==> config.mk <==
export PLATFORM = sky130hd
export DESIGN_NAME = param_pipe_addsub
export DESIGN_NICKNAME = d
export VERILOG_FILES = /design/src/rtl/param_arith_pkg.sv /design/src/rtl/param_pipe_addsub_rca_chunk.sv /design/src/rtl/param_pipe_addsub.sv
export SDC_FILE = /design/constraint.sdc
export NUM_CORES = 1
export LEC_CHECK = 0
export CORE_ASPECT_RATIO = 1.1
export CORE_MARGIN = 1.5
export CORE_UTILIZATION = 42
export DETAILED_ROUTE_END_ITERATION = 6
export GPL_TIMING_DRIVEN = 1
export PLACE_DENSITY = 0.74
export SETUP_SLACK_MARGIN = 0.15
export SKIP_CTS_REPAIR_TIMING = 1
export SYNTH_ARGS = -nofsm -noshare
export SYNTH_HDL_FRONTEND = slang
export SYNTH_SLANG_ARGS = --single-unit
==> constraint.sdc <==
create_clock -name clk_pi -period 2.3 [get_ports clk_pi]
set_clock_uncertainty 0.05 [all_clocks]
set_input_delay 0.46 -clock clk_pi [delete_from_list [all_inputs] [get_ports clk_pi]]
set_output_delay 0.46 -clock clk_pi [all_outputs]
set_load 0.03 [all_outputs]
==> src/rtl/param_arith_pkg.sv <==
// Shared types and elaboration-time helpers for the pipelined arithmetic datapath.
package param_arith_pkg;

  typedef enum logic {
    OP_ADD = 1'b0,
    OP_SUB = 1'b1
  } op_e;

  // Position of the carry/borrow flag above the WIDTH-bit sum in a result word.
  function automatic int unsigned result_flag_bit(input int unsigned width);
    return width;
  endfunction

  function automatic int unsigned chunk_width(input int unsigned width,
                                              input int unsigned stages);
    return width / stages;
  endfunction

  function automatic int unsigned chunk_lsb(input int unsigned k,
                                            input int unsigned chunk);
    return k * chunk;
  endfunction

endpackage

==> src/rtl/param_pipe_addsub_rca_chunk.sv <==
// Combinational CHUNK-bit ripple-carry adder slice; also exposes the carry into its MSB
// so the last slice can derive signed overflow.
module rca_chunk #(
  parameter int unsigned CHUNK = 4
) (
  input  logic [CHUNK-1:0] a,
  input  logic [CHUNK-1:0] b,
  input  logic             cin,
  output logic [CHUNK-1:0] sum,
  output logic             cout,
  output logic             c_msb_in
);

  always_comb begin
    logic [CHUNK:0] c;
    c    = '0;
    sum  = '0;
    c[0] = cin;
    for (int unsigned i = 0; i < CHUNK; i++) begin
      sum[i]   = a[i] ^ b[i] ^ c[i];
      c[i+1]   = (a[i] & b[i]) | (c[i] & (a[i] ^ b[i]));
    end
    cout     = c[CHUNK];
    c_msb_in = c[CHUNK-1];
  end

endmodule

==> src/rtl/param_pipe_addsub.sv <==
// Pipelined WIDTH-bit add/subtract: one ripple chunk per stage, carry registered between
// stages, global valid/ready stall. Define PARAM_ADDSUB_OVF_EN to add the ovf_po output.
module param_pipe_addsub
  import param_arith_pkg::*;
#(
  parameter int unsigned WIDTH  = 8,
  parameter int unsigned STAGES = 2
) (
  input  logic             clk_pi,
  input  logic             rst_pi,
  input  logic             valid_pi,
  output logic             ready_po,
  input  op_e              op_pi,
  input  logic [WIDTH-1:0] A_pi,
  input  logic [WIDTH-1:0] B_pi,
  output logic             valid_po,
  input  logic             ready_pi,
  output logic [WIDTH:0]   result_po
`ifdef PARAM_ADDSUB_OVF_EN
  ,
  output logic             ovf_po
`endif
);

  localparam int unsigned CHUNK    = chunk_width(WIDTH, STAGES);
  localparam int unsigned FLAG_BIT = result_flag_bit(WIDTH);

  if ((WIDTH % STAGES) != 0) begin : g_bad_cfg
    $error("param_pipe_addsub: WIDTH must be a multiple of STAGES");
  end

  // Per-stage inputs. x carries the A bits still to be added in its low part and the
  // finished sum chunks in its high part; both x and y rotate down one chunk per stage,
  // so the chunk a stage consumes is always [CHUNK-1:0].
  logic [WIDTH-1:0] x_in  [STAGES];
  logic [WIDTH-1:0] y_in  [STAGES];
  logic             c_in  [STAGES];
  op_e              op_in [STAGES];
  logic             v_in  [STAGES];
  logic             advance;

  assign advance  = ready_pi | ~valid_po;
  assign ready_po = advance;

  // Subtraction is A + ~B + 1: invert B up front, the +1 enters as stage-0 carry-in.
  assign x_in[0]  = A_pi;
  assign y_in[0]  = (op_pi == OP_SUB) ? ~B_pi : B_pi;
  assign c_in[0]  = (op_pi == OP_SUB);
  assign op_in[0] = op_pi;
  assign v_in[0]  = valid_pi;

  for (genvar k = 0; k < STAGES; k++) begin : g_stage
    logic [CHUNK-1:0] s;
    logic             cout;
    logic             c_msb;
    logic [WIDTH-1:0] x_next;

    rca_chunk #(
      .CHUNK(CHUNK)
    ) u_chunk (
      .a       (x_in[k][CHUNK-1:0]),
      .b       (y_in[k][CHUNK-1:0]),
      .cin     (c_in[k]),
      .sum     (s),
      .cout    (cout),
      .c_msb_in(c_msb)
    );

    assign x_next = (x_in[k] >> CHUNK) | (WIDTH'(s) << (WIDTH - CHUNK));

    if (k < STAGES - 1) begin : g_mid
      logic [WIDTH-1:0] x_q;
      logic [WIDTH-1:0] y_q;
      logic             c_q;
      logic             v_q;
      op_e              op_q;
      logic             unused_c_msb;

      assign unused_c_msb = c_msb;

      // Skew register: partial sum, remaining operand chunks, carry, op and valid.
      always_ff @(posedge clk_pi) begin
        if (rst_pi) begin
          x_q  <= '0;
          y_q  <= '0;
          c_q  <= 1'b0;
          v_q  <= 1'b0;
          op_q <= OP_ADD;
        end else if (advance) begin
          x_q  <= x_next;
          y_q  <= (y_in[k] >> CHUNK) | (y_in[k] << (WIDTH - CHUNK));
          c_q  <= cout;
          v_q  <= v_in[k];
          op_q <= op_in[k];
        end
      end

      assign x_in[k+1]  = x_q;
      assign y_in[k+1]  = y_q;
      assign c_in[k+1]  = c_q;
      assign v_in[k+1]  = v_q;
      assign op_in[k+1] = op_q;
    end else begin : g_last
      logic           flag;
      logic [WIDTH:0] res_next;
      logic           unused_last;

      // Carry-out for ADD; for SUB a missing carry means a borrow (A < B).
      assign flag = (op_in[k] == OP_SUB) ? ~cout : cout;

      always_comb begin
        res_next           = {1'b0, x_next};
        res_next[FLAG_BIT] = flag;
      end

      always_ff @(posedge clk_pi) begin
        if (rst_pi) begin
          valid_po  <= 1'b0;
          result_po <= '0;
        end else if (advance) begin
          valid_po  <= v_in[k];
          result_po <= res_next;
        end
      end

`ifdef PARAM_ADDSUB_OVF_EN
      assign unused_last = ^y_in[k];

      // Signed overflow: carry into the MSB disagrees with carry out of it.
      always_ff @(posedge clk_pi) begin
        if (rst_pi) begin
          ovf_po <= 1'b0;
        end else if (advance) begin
          ovf_po <= c_msb ^ cout;
        end
      end
`else
      assign unused_last = ^{c_msb, y_in[k]};
`endif
    end
  end

endmodule
==> key figures <==
Timing
  – Post-route setup slack: about 150 ps
  – RSZ-0062 raised after global routing: yes
  – Number of max-slew violations in the final report: 0
  – Fin crit share: between 90 and 100%
  – Period minus WS final: ~2100 ps
  – Setup violation total in the final timing report: 0
  – Fmax: about 470 MHz
  – Slew @ Worst Pin: ~310 ps
  – Final hold vios: 0
  – Slew HR: approximately four fifths

CTS
  – H-tree Lvls: 1
  – CTS tree: done
  – Clk root buf: clkbuf_4
  – Clk slew on worst S/H paths: around 130 ps
  – Clk_lat worst skew: slightly above 300 ps
  – CTS Buf Count: 3
  – Clock Path Buffers: 2
  – Clock Sinks: 25

Worst setup path
  – Data required, critical path: ~2500 ps
  – CP Launch Type: flop
  – CP Class: reg2reg
  – Crit path max fanout: 2
  – CP Data Arrival Time: between 2000 and 2500 ps
  – CP endpoint kind: flop

Cells and area
  – Fillers: around 260
  – Fin cells: between 150 and 200
  – Nets@finish: 190
  – Ant diodes: 0
  – Fraction of layout cells with a size suffix above 1: 20.5%
  – Area growth syn-to-layout: 31.4%
  – Register area: between 500 and 600 µm²
  – Footprint of the multi-input gates: around 600 µm²

Power and ir drop
  – Sw Pwr: between 200 and 300 µW
  – Gate power share: 27.2%
  – Clock Power Share: 19.9%
  – Power per cell area: 597 nW/µm²
  – Int Power: just under 700 µW
  – Sequential share of power: approximately 53%
  – LEAKAGE: ~0.66 nW
  – Maximum vdd drop: between 0.3 and 0.4 mV
  – Switching share of power: 28.9%

Yosys
  – Most frequently used flop master after synthesis: dfxtp_1
  – Syn_nets: 157
  – Most numerous cell in the Yosys netlist: nand2_1
  – YS warnings: 0
  – Yosys top cell by area: dfxtp_1
  – Synth top cells by count: nand2_1, dfxtp_1, a21oi_1
  – Post-Syn Instances: between 100 and 150
  – EDFF count, synth: 0
  – Syn Std Cell Area: between 1000 and 1500 µm²
  – Syn_area_per_cell: slightly above 9 µm²
  – Async SR Flop Fraction: 0%
  – Synth unique cells: 19
  – Register area share after synthesis: 41.5%
  – Synthesized flop and latch total: 25
  – Top cells by area, synth: dfxtp_1, fa_1, nand2_1
  – Post-synth top area share: between 40% and 50%

Die
  – Boundary pin count: 32
  – Chip Height: between 50 and 60 µm
  – # rows: 20
  – Die area: 3200 µm²
  – Die width: about 54 µm
  – Core area: 2750 µm²
  – Initial core utilization: 43.8%

Placed design
  – Dpl cells: 190
  – Gpl congestion: ~0.77
  – Post-place setup slack: -376 ps
  – Buffers on Ports: 31
  – HPWL Detailed: 1550 µm

GRT
  – First-pass GRT wire length: 3480 µm
  – Final global-route overflow total: 0
  – Largest net degree at the start of global routing: 29
  – GRT Util Overall: 14.9%
  – Vias in the first global route: 907
  – Antenna violations before repair: 0

Outcome
  – Status: completed

Detailed routing
  – Via count: roughly 910
  – DRT Pass-1 Iters: 4
  – Number of vias per cell: roughly 4.7
  – Post-route ant nets: 0
  – Drt wl/cell: 10.9 µm
  – DRC Markers: 0
  – Number of DRC markers in iteration 0: 8
  – Total wire length: about 2100 µm

Job
  – MaxCap Viol Count: 0

Hold path
  – Hold Crit Class: reg2reg
==> final timing paths <==
kind	startpoint	slack (ps)	endpoint	cells after the start
worst min register to register	result_po[1]	420	result_po[1]	2
worst max register to register	g_stage[0].g_mid.x_q[0]	150	result_po[7]	8
worst min-delay path	result_po[1]	420	result_po[1]	2
worst max-delay path	g_stage[0].g_mid.x_q[0]	150	result_po[7]	8
==> per-stage QoR <==
stage	hold WS (ps)	TNS (ps)	instance area [µm²]	power, mW	utilization, %
2_1_floorplan	382	0	1210	0.669	-
3_3_place_gp	390	-623	1520	0.757	55.4
5_1_grt	438	0	1590	1.00	57.6
3_5_place_dp	400	-739	1520	0.764	55.4
6_report	415	0	1590	0.947	57.6
4_1_cts	416	-42.5	1550	0.951	56.3
==> area by class of cell <==
cell class / instances / share of cell area, %
multi-input combinational: 84 / 38.0
sequential: 25 / 31.8
tap: 33 / 2.60
inverter: 11 / 2.76
clock buffer: 4 / 1.66
timing repair buffer: 37 / 23.2
==> registers in the layout (all words and copies together), names as in the netlist <==
register and count:
g_stage.g_mid.v_q 1, g_stage.g_mid.op_q 1, result_po 9, g_stage.g_mid.c_q 1, valid_po 1, g_stage.g_mid.x_q 8
g_stage.g_mid.y_q 4
==> cells in the final DEF (no fill, tap or decap), types with 2 or more instances in the layout <==
cell type	instances
clkbuf_4	3
buf_4	6
dfxtp_2	3
xnor2_1	5
clkdlybuf4s50_1	26
nand2_1	30
nor2_1	10
fa_2	5
fa_1	2
a211oi_2	4
inv_1	7
xor2_1	3
dlymetal6s2s_1	5
a211oi_1	4
a21oi_2	3
a21oi_1	13
inv_2	3
dfxtp_1	22
nand2_2	2
==> kinds of logic (layout without fill, tap and decap cells) <==
kind of cell | count (synthesis) | in the layout | share of synthesized area (%)
buf+inv | 20 | 52 | 10.9
mux | 1 | 1 | 0.934
fa+ha+maj | 7 | 7 | 11.6
xor+xnor | 9 | 9 | 6.53
compound gates | 24 | 24 | 13.9
flops | 25 | 25 | 41.5
simple gates | 43 | 43 | 14.6
==> power by group through the flow <==
stage	clock network [mW]	logic, mW	registers, mW
CTS	0.195	0.255	0.500
finish	0.189	0.257	0.501
global placement	0	0.249	0.508
detailed placement	0	0.254	0.510
floorplan	0	0.126	0.544
global route	0.210	0.286	0.506
==> metal layers <==
| metal | up-vias | GRT usage (%) | share of wire (%) |
|---|---|---|---|
| met5 | - | 0 | 0 |
| met4 | 0 | 9.29 | 0 |
| met3 | 0 | 1.77 | 3.1 |
| met2 | 18 | 25.6 | 53 |
| met1 | 428 | 17.1 | 44 |
| li1 | 463 | - | - |
==> worst max-delay path, cell delays in order, from the launching register on <==
cell	delay (ps)
dfxtp_2	350
fa_2	380
inv_2	70
fa_2	170
inv_1	50
fa_2	350
inv_2	60
fa_1	390
a211oi_2	210
Note: power is estimated with default switching activity, not from simulation.
